==> config.mk <==
export PLATFORM = sky130hd
export DESIGN_NAME = microwave_btn_debounce
export DESIGN_NICKNAME = d
export VERILOG_FILES = /design/src/rtl/microwave_btn_debounce.sv
export SDC_FILE = /design/constraint.sdc
export NUM_CORES = 1
export LEC_CHECK = 0
export ABC_CLOCK_PERIOD_IN_PS = 2000
export CORE_MARGIN = 10
export CORE_UTILIZATION = 60
export DETAILED_ROUTE_END_ITERATION = 8
export PLACE_DENSITY = 0.77
export SKIP_LAST_GASP = 1
export SLEW_MARGIN = 10
export SYNTH_ARGS = -nofsm -noshare
export SYNTH_HDL_FRONTEND = slang
export SYNTH_SLANG_ARGS = --single-unit
==> constraint.sdc <==
create_clock -name clk -period 2 [get_ports clk]
set_input_delay 0.2 -clock clk [delete_from_list [all_inputs] [get_ports clk]]
set_output_delay 0.2 -clock clk [all_outputs]
set_load 0.005 [all_outputs]
==> src/rtl/microwave_btn_debounce.sv <==
// Multi-channel push-button conditioner: per-lane 2-FF synchroniser, tick-gated
// stability filter, registered rise/fall/long-press pulses, and a shared sample-tick divider.

module microwave_btn_debounce_ch #(
  parameter int STABLE_CNT = 4,
  parameter int LONG_TICKS = 1000
) (
  input  logic clk,
  input  logic reset_n,
  input  logic tick_i,
  input  logic raw_i,
  output logic level_o,
  output logic rise_o,
  output logic fall_o,
  output logic long_o
);
  localparam int SW = $clog2(STABLE_CNT + 1);
  localparam int HW = $clog2(LONG_TICKS + 1);
  localparam logic [SW-1:0] STAB_LAST = SW'(STABLE_CNT - 1);
  localparam logic [HW-1:0] HOLD_MAX  = HW'(LONG_TICKS);
  localparam logic [HW-1:0] HOLD_PEN  = HW'(LONG_TICKS - 1);

  logic [1:0]    sync_q;
  logic [SW-1:0] stab_q, stab_d;
  logic [HW-1:0] hold_q, hold_d;
  logic          level_q, level_d;
  logic          rise_q, rise_d;
  logic          fall_q, fall_d;
  logic          long_q, long_d;
  logic          sync_s;

  assign sync_s = sync_q[1];

  always_comb begin
    stab_d  = stab_q;
    level_d = level_q;
    hold_d  = hold_q;
    long_d  = 1'b0;
    if (tick_i) begin
      if (sync_s == level_q) begin
        stab_d = '0;
      end else if (stab_q == STAB_LAST) begin
        level_d = ~level_q;
        stab_d  = '0;
      end else begin
        stab_d = stab_q + 1'b1;
      end
    end
    // Hold counts from the tick after the level went high; the accepting tick sees level_q=0.
    if (!level_q) begin
      hold_d = '0;
    end else if (tick_i && (hold_q != HOLD_MAX)) begin
      hold_d = hold_q + 1'b1;
      long_d = (hold_q == HOLD_PEN);
    end
    rise_d = level_d & ~level_q;
    fall_d = ~level_d & level_q;
  end

  always_ff @(posedge clk or negedge reset_n) begin
    if (!reset_n) begin
      sync_q  <= '0;
      stab_q  <= '0;
      hold_q  <= '0;
      level_q <= 1'b0;
      rise_q  <= 1'b0;
      fall_q  <= 1'b0;
      long_q  <= 1'b0;
    end else begin
      sync_q  <= {sync_q[0], raw_i};
      stab_q  <= stab_d;
      hold_q  <= hold_d;
      level_q <= level_d;
      rise_q  <= rise_d;
      fall_q  <= fall_d;
      long_q  <= long_d;
    end
  end

  assign level_o = level_q;
  assign rise_o  = rise_q;
  assign fall_o  = fall_q;
  assign long_o  = long_q;
endmodule

module microwave_btn_debounce #(
  parameter int N_CH       = 5,
  parameter int CLK_HZ     = 100_000_000,
  parameter int TICK_HZ    = 1000,
  parameter int STABLE_CNT = 4,
  parameter int LONG_TICKS = 1000
) (
  input  logic            clk,
  input  logic            reset_n,
  input  logic [N_CH-1:0] btn_raw,
  output logic [N_CH-1:0] btn_level,
  output logic [N_CH-1:0] btn_rise,
  output logic [N_CH-1:0] btn_fall,
  output logic [N_CH-1:0] btn_long,
  output logic            tick
);
  localparam int DIV = (TICK_HZ > 0) ? (CLK_HZ / TICK_HZ) : 0;
  localparam int DW  = (DIV > 1) ? $clog2(DIV) : 1;
  localparam logic [DW-1:0] DIV_LAST = DW'((DIV > 0) ? DIV - 1 : 0);

  if (DIV < 1) begin : g_bad_div
    $error("microwave_btn_debounce: CLK_HZ/TICK_HZ must be >= 1");
  end
  if (STABLE_CNT < 1) begin : g_bad_stab
    $error("microwave_btn_debounce: STABLE_CNT must be >= 1");
  end
  if (LONG_TICKS < 1) begin : g_bad_long
    $error("microwave_btn_debounce: LONG_TICKS must be >= 1");
  end
  if (N_CH < 1) begin : g_bad_nch
    $error("microwave_btn_debounce: N_CH must be >= 1");
  end

  logic [DW-1:0] div_cnt_q, div_cnt_d;
  logic          tick_q, tick_d;

  // Tick is registered off the terminal count, so it lands on cycle DIV after release.
  always_comb begin
    tick_d    = (div_cnt_q == DIV_LAST);
    div_cnt_d = tick_d ? '0 : div_cnt_q + 1'b1;
  end

  always_ff @(posedge clk or negedge reset_n) begin
    if (!reset_n) begin
      div_cnt_q <= '0;
      tick_q    <= 1'b0;
    end else begin
      div_cnt_q <= div_cnt_d;
      tick_q    <= tick_d;
    end
  end

  assign tick = tick_q;

  for (genvar g = 0; g < N_CH; g++) begin : g_lane
    microwave_btn_debounce_ch #(
      .STABLE_CNT(STABLE_CNT),
      .LONG_TICKS(LONG_TICKS)
    ) u_ch (
      .clk    (clk),
      .reset_n(reset_n),
      .tick_i (tick_q),
      .raw_i  (btn_raw[g]),
      .level_o(btn_level[g]),
      .rise_o (btn_rise[g]),
      .fall_o (btn_fall[g]),
      .long_o (btn_long[g])
    );
  end
endmodule

# --- Yosys cells after proc, flatten, opt, wreduce, memory -nomap -nowiden ---
# Cells that the tools add are included.
totals:
  input_bits: 7
  regBits: 113
op_classes:
  n_reduce_logical: 5
  addsub: 11
  n_mux: 46
  bitwise: 20
  n_eq_ne: 26
ops:
  columns: ["op", "count"]
  rows:
  - ["10-bit 2-to-1 mux", 10]
  - ["10-bit by 1-bit adder with 10-bit output (second input constant)", 5]
  - ["10-bit equality test (second input constant)", 5]
  - ["10-bit != test (second input constant)", 5]
  - ["3-bit 2-to-1 mux", 10]
  - ["1-bit 2-to-1 mux", 25]
  - ["17-bit by 1-bit adder with 17-bit output (second input constant)", 1]
  - ["17-bit equality test (second input constant)", 1]
  - ["17-bit 2-to-1 mux", 1]
  - ["3-bit by 1-bit adder with 3-bit output (second input constant)", 5]
  - ["3-bit by 2-bit equality test with 1-bit output (second input constant)", 5]
  - ["1-bit bitwise AND", 10]
  - ["2-bit != test (second input constant)", 5]
  - ["1-bit NOT", 10]
  - ["1-bit equality test", 5]
  - ["1-bit logical AND", 5]

# --- Longest topological paths before layout ---
# Gate-level depths: netlist of run 1.
depth:
  ltp_word: 6
  depth_mapped: 7
  mapped_depth_nobuf: 6

# --- Modules after synthesis ---
# Synthesis of run 1 repeated with hierarchy kept, for this count alone.
hier_totals:
  hier_cells: 515
  area_unflattened_um2: 5460.2
by_module_without_submodules:
  columns: ["mod", "area_per_inst_um2", "instances", "cells_each"]
  rows:
  - ["microwave_btn_debounce_ch", 928.4, 5, 88]
  - ["microwave_btn_debounce", 818.3, 1, 75]

# --- Worst setup path before layout of run 1 ---
# OpenSTA, ideal clock, no wires.
synth_path:
  kind: "flip-flop to flip-flop"
  startpoint: "register div_cnt_q[0]"
  endpoint: "register div_cnt_q[10]"
  t_required_ps: 1869
  path_stages_with_launch: 6
  path_slack_ps: 583
  arrival_time_ps: 1285
  setup_time_ps: 131
  path_cell_list: "dfrtp_1 ha_1 and4_1 nand2_1 nor3_4 nor2_1"
synth_via:
  elab_chain_cells: 2
  elab_cells_between_ends: 3
  classes_between: "add/sub (1); eq/ne (1); mux (1)"
synth_lines:
  columns: ["item", "line", "source"]
  rows:
  - ["from (decl)", "119", "logic [DW-1:0] div_cnt_q, div_cnt_d;"]
  - ["from (signal assigned)", "133", "div_cnt_q <= div_cnt_d;"]
  - ["17-bit equality test", "124", "tick_d = (div_cnt_q == DIV_LAST);"]
  - ["named net tick_d", "120", "logic tick_q, tick_d;"]
  - ["17-bit 2-to-1 mux", "125", "div_cnt_d = tick_d ? '0 : div_cnt_q + 1'b1;"]
  - ["named net div_cnt_d[10]", "119", null]
# The timed path passes the listed nets, and every way through them passes these cells.
# A chain may end at the register's enable or synchronous reset.

# --- Worst setup path after layout of run 1 ---
layout_path:
  startpoint: "register g_lane[2].u_ch.level_q"
  endpoint: "output port btn_level[2]"
layout_lines:
  columns: ["item", "line", "source"]
  rows:
  - ["from (decl)", "26", "logic level_q, level_d;"]
  - ["from (signal assigned)", "73", "level_q <= level_d;"]
  - ["to (decl)", "96", "output logic [N_CH-1:0] btn_level,"]
# No word-level cell between the ends.

==> impl_metrics.json, run 1 <==
{
  "status": "finished clean",
  "wirelength_um": 9260,
  "reg2reg_depth": 5,
  "wl_per_cell_um": 14.4,
  "synthTopCellsByArea": "dfrtp_1 52%, xnor2_1 4.5%, and2_1 4.5%, xor2_1 4.0%, ha_1 3.7%",
  "syn_nets": 526,
  "core_mm2": 0.00876,
  "holdPathEnd": "g_lane[1].u_ch.sync_q[0]$_DFF_PN0_",
  "drv_cap": 0,
  "slew_headroom": 0.695,
  "grt_max_degree": 66,
  "rows": 34,
  "synth_compound_area_frac": 0.0585,
  "yosysWarnings": 0,
  "async_flop_share": 1.00,
  "worstPathMaxFanout": 16,
  "syn2layout_area_growth_pct": 16.3,
  "cts_tree": "yes",
  "hold_path.startpoint": "btn_raw[1]",
  "nets": 547,
  "hold_depth": 1,
  "worstPathCellList": "clkdlybuf4s50_1",
  "place_ws_ns": 0.394,
  "ir_drop_uv": 694,
  "vias_per_cell": 5.46,
  "fmax_mhz": 530,
  "fin_skew_ns": 0.00770,
  "synthXorXnorAreaFrac": 0.0852,
  "crit_path_start_kind": "register",
  "leakage_nw": 2.83,
  "synth.area.mux_share": 0.0195,
  "fin_ws_ns": 0.112,
  "via_count": 3519,
  "syn_avg_cell_area_um2": 10.8,
  "setup_viol": 0,
  "yosysUniqueCellTypes": 40,
  "worstReg2RegStart": "div_cnt_q[0]$_DFF_PN0_",
  "drc": 0,
  "worst_slew_pin_slew_ns": 0.458,
  "port_buffers": 27,
  "die_h_um": 115,
  "cts-root-buf": "clkbuf_8",
  "clk_pin_slew_worst_paths_ns": 0.06,
  "power_density_mw_per_mm2": 858,
  "dr.pass1.iters": 5,
  "drive_gt1_frac": 0.108,
  "setup_tns_ns": 0,
  "drt_iter0_drc": 141,
  "utilization": 0.724,
  "antenna_left": 0,
  "grt_pass1_vias": 3663,
  "grt_pass1_wl_um": 16700,
  "gp_congestion": 0.825,
  "postCtsSetupBuffers": 0,
  "worst-path-buf-inv": 1,
  "cts_made_buffers": 17,
  "diodes": 0,
  "period_minus_slack_ns": 1.89,
  "initial_core_util": 0.622,
  "htreeDepth": 4,
  "clk_latency_ns": 0.51,
  "crit_type": "register to output pin",
  "end_kind": "output pin",
  "cp.required_ns": 1.80,
  "synth_top_family_by_area": "simple AND/OR/NAND/NOR gates",
  "grt_util_all_layers": 0.155,
  "netlist_instances": 503,
  "maxSlewViolCount": 0,
  "yosysTopAreaCellShare": 0.519,
  "cts_sinks": 113,
  "critPathTopFamily": "buffers and inverters",
  "netlist.top_cell.by_area": "dfrtp_1",
  "crit_path_top_delay_cell": "clkdlybuf4s50_1",
  "cp_data_arrival_time_ns": 1.69,
  "rsz0062_at_grt": "no",
  "hp-class": "input pin to register",
  "hpwlAfterDp_um": 5900,
  "synth_ff_type": "dfrtp_1",
  "io-pin-count": 28,
  "synth_seq_cells": 113,
  "seq_area_frac_synth": 0.519,
  "clockBufferDepth": 2,
  "die_w_um": 115,
  "synth-edff-count": 0,
  "synth-simple-area-share": 0.224,
  "slowest_delay_ns": 0.59,
  "die_area_mm2": 0.0133,
  "overflow": 0,
  "final-hold-violation-count": 0,
  "post-route-period-util": 0.944,
  "syn-cell-area_mm2": 0.00545,
  "antenna_found_initial": 0,
  "reg2reg_slack_ns": 0.37,
  "reg2reg_to": "div_cnt_q[3]$_DFF_PN0_",
  "synth_adder_area_share": 0.0367
}
repair_timing:
action | CTS | global route
endpoints found under the hold margin | 35 | 0
gates resized for setup | 0 | 4
hold buffers | 1 | 0
setup endpoints to repair | 0 | 4
stage by stage:
step | instance area [um2] | instances | power (W) | hold slack [ns]
2_1_floorplan | 5450 | 503 | 0.00235 | -0.0956
3_3_place_gp | 5710 | 612 | 0.00242 | 0.180
3_5_place_dp | 5710 | 612 | 0.00242 | 0.177
4_1_cts | 6340 | 645 | 0.00549 | 0.101
5_1_grt | 6340 | 645 | 0.00562 | 0.104
6_report | 6340 | 645 | 0.00544 | 0.120
power breakdown:
group	internal, W	switching, W	leakage [nW]	total [W]
sequential	0.00230	0.00000765	1.53	0.00231
clock	0.00205	0.00100	0.296	0.00306
combinational	0.0000239	0.0000493	1.00	0.0000732
total	0.00438	0.00106	2.83	0.00544
final cells by class:
class / instances / area, um2
Tap cell: 108 / 135
Clock buffer: 23 / 487
Sequential cell: 113 / 2830
Inverter: 29 / 109
Fill cell: 634 / 2420
Clock inverter: 9 / 128
Multi-Input combinational cell: 330 / 2310
Timing Repair Buffer: 33 / 340
logic make-up after synthesis:
logic type                 after synthesis
AOI/OAI and AO/OA                       44
xor gates and xnor gates                53
adders and majority gates               16
buffers and inverters                   60
DFF                                    113
muxes                                   10
and+or+nand+nor                        207
sequential cells by signal, summed over array words and instances (netlist names):
| name | flops |
|---|---|
| g_lane.u_ch.fall_o | 5 |
| g_lane.u_ch.level_o | 5 |
| div_cnt_q | 17 |
| g_lane.u_ch.hold_q | 50 |
| g_lane.u_ch.rise_o | 5 |
| g_lane.u_ch.sync_q | 10 |
| g_lane.u_ch.long_o | 5 |
| tick | 1 |
| g_lane.u_ch.stab_q | 15 |
placed cells by master, fill, tap and decap left out, drive strengths merged, types with 2 or more instances in the layout:
cell	synthesis	final
clkdlybuf4s50	0	26
o21ai	17	17
mux2i	5	5
o22ai	7	7
clkinv	0	3
nand3	22	22
xnor2	28	28
buf	26	6
o31ai	5	5
nand4	20	20
nand2	34	34
and4	3	3
nand2b	3	3
nor2b	5	5
mux2	5	5
and2	39	39
clkinvlp	0	3
a21boi	11	11
clkbuf	5	23
nor4	3	3
bufinv	0	3
xor2	25	25
or3	8	8
nand3b	8	8
nor2	16	16
inv	29	29
nor3b	10	10
nand4b	5	5
dfrtp	113	113
o21a	2	2
ha	16	16
nor3	29	29
cells in the mapped netlist, drive strengths merged (11+ instances only):
| cell type | instances |
|---|---|
| xor2 | 25 |
| nand4 | 20 |
| nor2 | 16 |
| nand2 | 34 |
| dfrtp | 113 |
| buf | 26 |
| o21ai | 17 |
| inv | 29 |
| and2 | 39 |
| nor3 | 29 |
| xnor2 | 28 |
| ha | 16 |
| a21boi | 11 |
| nand3 | 22 |
layer usage:
layer / vias to the layer above / track usage / part of all wire
met2: 50 / 0.254 / 0.50
met1: 1708 / 0.183 / 0.44
met5: - / 0 / 0
met3: 16 / 0.0495 / 0.040
met4: 0 / 0.0677 / 0.015
li1: 1745 / - / -
worst max-delay path by stage:
stage | start | end | slack [ns] | depth (start not counted)
6_report | g_lane[2].u_ch.level_o$_DFF_PN0_ | btn_level[2] | 0.11 | 1
3_5_place_dp | div_cnt_q[0]$_DFF_PN0_ | div_cnt_q[3]$_DFF_PN0_ | 0.39 | 5
4_1_cts | g_lane[4].u_ch.level_o$_DFF_PN0_ | btn_level[4] | 0.03 | 1
3_3_place_gp | div_cnt_q[0]$_DFF_PN0_ | div_cnt_q[7]$_DFF_PN0_ | 0.47 | 5
5_1_grt | g_lane[2].u_ch.level_o$_DFF_PN0_ | btn_level[2] | 0.001 | 1
2_1_floorplan | div_cnt_q[0]$_DFF_PN0_ | div_cnt_q[10]$_DFF_PN0_ | 0.58 | 5
(Power assumes the default switching activity.)
==> run 2, diff against run 1 <==
CTS_CLUSTER_DIAMETER = 30   (was unset)
==> results of run 2 <==
No change in the layout: final DEF, timing and power equal those of run 1.
